--- config.mk ---
export PLATFORM = sky130hd
export DESIGN_NAME = ndp_axis_tx
export DESIGN_NICKNAME = d
export VERILOG_FILES = /design/src/rtl/ndp_axis_tx.sv
export SDC_FILE = /design/constraint.sdc
export NUM_CORES = 1
export LEC_CHECK = 0
export ABC_CLOCK_PERIOD_IN_PS = 16500
export CAP_MARGIN = 10
export CORE_ASPECT_RATIO = 0.6
export CORE_MARGIN = 3
export CORE_UTILIZATION = 50
export DETAILED_ROUTE_END_ITERATION = 16
export DONT_BUFFER_PORTS = 1
export SYNTH_ARGS = -nofsm -noshare
export SYNTH_HDL_FRONTEND = slang
export SYNTH_SLANG_ARGS = --single-unit
--- constraint.sdc ---
create_clock -name axi_aclk -period 16.5 [get_ports axi_aclk]
set_input_delay 3.3 -clock axi_aclk [delete_from_list [all_inputs] [get_ports axi_aclk]]
set_output_delay 3.3 -clock axi_aclk [all_outputs]
set_load 0.01 [all_outputs]
--- src/rtl/ndp_axis_tx.sv ---
// ndp_axis_tx: serialises full-width result vectors from the systolic-array
// output stage onto a 32-bit AXI4-Stream master. Each frame is
// ROWS_PER_FRAME vectors, and tlast marks the frame's final beat.
module ndp_axis_tx #(
  parameter int unsigned WIDTH          = 16,
  parameter int unsigned AXIS_WIDTH     = 32,
  parameter int unsigned LANES          = 16,
  parameter int unsigned ROWS_PER_FRAME = 4
) (
  input  logic                     axi_aclk,
  input  logic                     axi_aresetn,
  input  logic [LANES*WIDTH-1:0]   res_data,
  input  logic                     res_valid,
  output logic                     res_ready,
  output logic [AXIS_WIDTH-1:0]    m_axis_tdata,
  output logic                     m_axis_tlast,
  output logic                     m_axis_tvalid,
  input  logic                     m_axis_tready,
  output logic                     frame_done,
  output logic                     busy
);

  localparam int unsigned DW    = LANES * WIDTH;
  localparam int unsigned BEATS = DW / AXIS_WIDTH;
  localparam int unsigned BW    = (BEATS > 1) ? $clog2(BEATS) : 1;
  localparam int unsigned RW    = (ROWS_PER_FRAME > 1) ? $clog2(ROWS_PER_FRAME) : 1;

  logic [DW-1:0]         slot_q [2];
  logic                  wr_ptr_q, wr_ptr_d;
  logic                  rd_ptr_q, rd_ptr_d;
  logic [1:0]            count_q, count_d;
  logic [BW-1:0]         beat_q, beat_d;
  logic [RW-1:0]         row_q, row_d;
  logic                  done_q, done_d;
  // Keeps res_ready low while in reset; set on the first edge after release.
  logic                  en_q;

  logic                  accept;
  logic                  hs;
  logic                  last_beat;
  logic                  last_row;
  logic                  free;
  logic [AXIS_WIDTH-1:0] beats [BEATS];

  assign res_ready     = en_q && (count_q != 2'd2);
  assign m_axis_tvalid = (count_q != 2'd0);
  assign last_beat     = (beat_q == BW'(BEATS - 1));
  assign last_row      = (row_q == RW'(ROWS_PER_FRAME - 1));
  assign accept        = res_valid && res_ready;
  assign hs            = m_axis_tvalid && m_axis_tready;
  assign free          = hs && last_beat;
  assign m_axis_tlast  = m_axis_tvalid && last_beat && last_row;
  assign busy          = m_axis_tvalid || (row_q != '0);
  assign frame_done    = done_q;

  // Split the head slot into AXIS-wide beats; lowest lanes go out first.
  always_comb begin
    for (int b = 0; b < BEATS; b++) begin
      beats[b] = slot_q[rd_ptr_q][b*AXIS_WIDTH +: AXIS_WIDTH];
    end
  end

  // Beat mux, forced to zero when nothing is valid.
  assign m_axis_tdata = m_axis_tvalid ? beats[beat_q] : '0;

  // Next-state for pointers, occupancy, beat/row counters and done pulse.
  always_comb begin
    wr_ptr_d = wr_ptr_q;
    rd_ptr_d = rd_ptr_q;
    count_d  = count_q;
    beat_d   = beat_q;
    row_d    = row_q;
    done_d   = free && last_row;

    if (accept) begin
      wr_ptr_d = ~wr_ptr_q;
    end

    if (hs) begin
      beat_d = beat_q + BW'(1);
      if (last_beat) begin
        beat_d   = '0;
        rd_ptr_d = ~rd_ptr_q;
        row_d    = last_row ? '0 : row_q + RW'(1);
      end
    end

    // Accept and free in the same cycle leave the occupancy unchanged.
    case ({accept, free})
      2'b10:   count_d = count_q + 2'd1;
      2'b01:   count_d = count_q - 2'd1;
      default: count_d = count_q;
    endcase
  end

  // Control state registers; reset discards any partial frame.
  always_ff @(posedge axi_aclk or negedge axi_aresetn) begin
    if (!axi_aresetn) begin
      wr_ptr_q <= 1'b0;
      rd_ptr_q <= 1'b0;
      count_q  <= 2'd0;
      beat_q   <= '0;
      row_q    <= '0;
      done_q   <= 1'b0;
      en_q     <= 1'b0;
    end else begin
      wr_ptr_q <= wr_ptr_d;
      rd_ptr_q <= rd_ptr_d;
      count_q  <= count_d;
      beat_q   <= beat_d;
      row_q    <= row_d;
      done_q   <= done_d;
      en_q     <= 1'b1;
    end
  end

  // Vector storage; contents are only observed while the slot is occupied.
  always_ff @(posedge axi_aclk) begin
    if (accept) begin
      slot_q[wr_ptr_q] <= res_data;
    end
  end

endmodule

==> metrics.md <==
| Metric | Value |
|---|---|
| Ant. Diodes | `0` |
| Root Driver | `clkbuf_16` |
| Max Root-Sink Buffers | `3` |
| Max-slew headroom | `29.0%` |
| Slowest CP cell | `dfrtp_4` |
| DIE AREA | `0.0430 mm^2` |
| Layout cells sized above 1 | `8.06%` |
| Die height | `162 um` |
| Layout Area Growth over Synthesis | `9.07%` |
| Most frequent CP cell | `buf_4` |
| Crit start category | `flip-flop` |
| Crit path cell chain | `buf_4, buf_4, mux2i_1, a22oi_1, nand2_1, o22ai_1` |
| Layout Skew | `0.0244 ns` |
| Data required, critical path | `13.20 ns` |
| Vias per cell | `5.85` |
| Vias | `9,741` |
| Pre-CTS WS | `9.36 ns` |
| Worst path arrival time | `4.42 ns` |
| DIE WIDTH | `266 um` |
| Post-DP HPWL | `27.4 mm` |
| Syn avg cell area | `18.3 um^2` |
| Post-layout util | `55.9%` |
| Prevailing post-synth register cell | `edfxtp_1` |
| Lkg Pwr | `7.56 nW` |
| Hold Slack | `0.534 ns` |
| Tot Pwr | `3.84 mW` |
| Synth Instances | `1,106` |
| Antenna viol nets, final | `0` |
| Filler-free cell count of the finished design | `1,664` |
| Worst setup margin | `8.78 ns` |
| RSZ-0062 raised after global routing | `false` |
| Area contributors post-synth | `edfxtp_1, mux2i_1, a22oi_1, dfrtp_1, nand2_1` |
| Ports | `297` |
| DP Area | `0.0207 mm^2` |
| Post-synth cell types | `33` |
| Final instance area | `0.0221 mm^2` |
| Placer Congestion | `0.775` |
| Cell Area, Synth | `0.0202 mm^2` |
| Max Cap Viol | `0` |
| Slew Limit Fails | `0` |
| Result of the run | `finished, final reports clean` |
| Post-synthesis register bit count | `523` |
| Synth warn | `0` |
| Largest stage delay, worst path | `0.93 ns` |
| Kind of critical path | `reg -> out` |
| Initial antenna violation count | `3` |
| GR Overflow Total | `0` |
| Avg WL per Cell | `26.6 um` |
| Pre-antenna DRT Iters | `5` |
| Core area | `0.0395 mm^2` |
| Crit path time final | `7.72 ns` |
| Share of the synthesized area in the top cell type | `75.9%` |
| Hold Path Class | `reg -> reg` |
| Worst-skew pair later-pin latency | `0.55 ns` |
| Crit Path Max Fanout | `61` |
| Drt drc | `0` |
| Final hold viol count | `0` |
| Worst slew pin tran | `1.06 ns` |
| Iter 0 DRT Violations | `792` |
| Synth cell count leaders | `edfxtp_1, mux2i_1, a22oi_1` |
| GRT Total Usage | `20.2%` |
| VDD IR max | `0.000133 V` |
| Final setup TNS | `0 ns` |
| Fraction of registers with async set/reset | `2.10%` |
| Net Count, Synth | `1,371` |
| CTS tree | `yes` |
| Post_cts resized | `0` |
| Post-synth EDFFs | `512` |
| # rows | `56` |
| Clk sinks | `523` |
| WL final | `44.2 mm` |
| Critical Path Sink Type | `primary output` |
| Clock-pin slew on the worst setup and hold paths | `0.07 ns` |
| Final Cycle Share | `46.8%` |
| Final setup viols | `0` |
| Largest net degree at the start of global routing | `73` |
| Vias in the first global route | `9,893` |
| Setup Buffers After CTS | `0` |
| First-pass GRT wire length | `64.2 mm` |
| Cts bufs inserted | `47` |
| Level count of the clock H-tree | `2` |
| Maximum achievable frequency | `0.129 GHz` |
| Number of I/O port buffers | `0` |
| Count leader, synth | `edfxtp_1` |
| Layout Nets | `1,374` |
| Hold-fix buffers at CTS | `0` |
| Seq/Total Area, Yosys | `77.3%` |
| Yosys top cell by area | `edfxtp_1` |
| Cells after DPL | `1,582` |
| Initial Util | `51.2%` |
| Power density cells | `174 mW/mm^2` |
-- state kept, by name, summed over array words and instances, names as in the netlist --
register,count
slot_q,512
beat_q,3
count_q,2
row_q,2
en_q,1
frame_done,1
rd_ptr_q,1
wr_ptr_q,1
-- layout make-up --
cell class	instances	area, um^2
repair buffers	17	128
multi-input cells	515	4270
clock buffers	58	1220
fillers	3044	17400
well taps	522	653
inverters	5	18.8
clock inverters	24	143
flip-flops and latches	523	15700
-- cell usage in the layout (no fill, tap or decap), drive strengths merged, types with 4 or more instances in the layout --
master    n
xnor2     4
o21ai     6
ha        5
clkbuf   58
edfxtp  512
dfrtp    11
mux2i   250
inv       6
nand2    69
buf      17
o22ai    29
a22oi   122
clkinv   21
nor2      6
-- final timing paths --
path | startpoint | slack, ns | endpoint | depth (start not counted)
setup / recovery | rd_ptr_q$_DFFE_PN0P_ | 8.78 | m_axis_tdata[21] | 6
hold / removal | row_q[1]$_DFFE_PN0P_ | 0.53 | row_q[1]$_DFFE_PN0P_ | 1
setup reg to reg | count_q[0]$_DFFE_PN0P_ | 12.30 | slot_q[1][84]$_DFFE_PP_ | 5
hold reg to reg | row_q[1]$_DFFE_PN0P_ | 0.53 | row_q[1]$_DFFE_PN0P_ | 1
max in group asynchronous | axi_aresetn | 13.97 | beat_q[1]$_DFFE_PN0P_ | 0
min in group asynchronous | axi_aresetn | 2.45 | en_q$_DFF_PN0_ | 0
-- report_power, final --
group          total [mW]  internal, mW  switching [mW]
Sequential           1.73          1.65          0.0779
Combinational        1.11         0.382           0.732
Clock               0.993         0.538           0.455
Total                3.84          2.57            1.26
-- metal layers --
metal  global-route usage (%)  wire [um]
met1                     25.5      17500
met2                     33.8      21900
met3                     7.40       3870
met4                     4.85        890
met5                        0         22
-- logic make-up (layout without fill, tap and decap cells) --
logic type / count (synthesis) / after routing / synth area share (%)
other: 1 / 1 / 0.0185
muxes: 255 / 255 / 12.8
xor gates and xnor gates: 5 / 5 / 0.216
buffers and inverters: 68 / 104 / 1.87
adders and majority gates: 5 / 5 / 0.309
and+or+nand+nor: 84 / 84 / 1.66
AOI/OAI and AO/OA: 165 / 165 / 5.83
DFF: 523 / 523 / 77.3
-- worst max-delay path: cells and delay by family, from the launching register on --
kind,cells,cell delay (ns)
buffers and inverters,2,1.83
flip-flops,1,0.93
AO/OA/AOI/OAI,2,0.66
multiplexers,1,0.18
AND/OR/NAND/NOR,1,0.10
No activity file was read; power rests on OpenSTA's default activity.
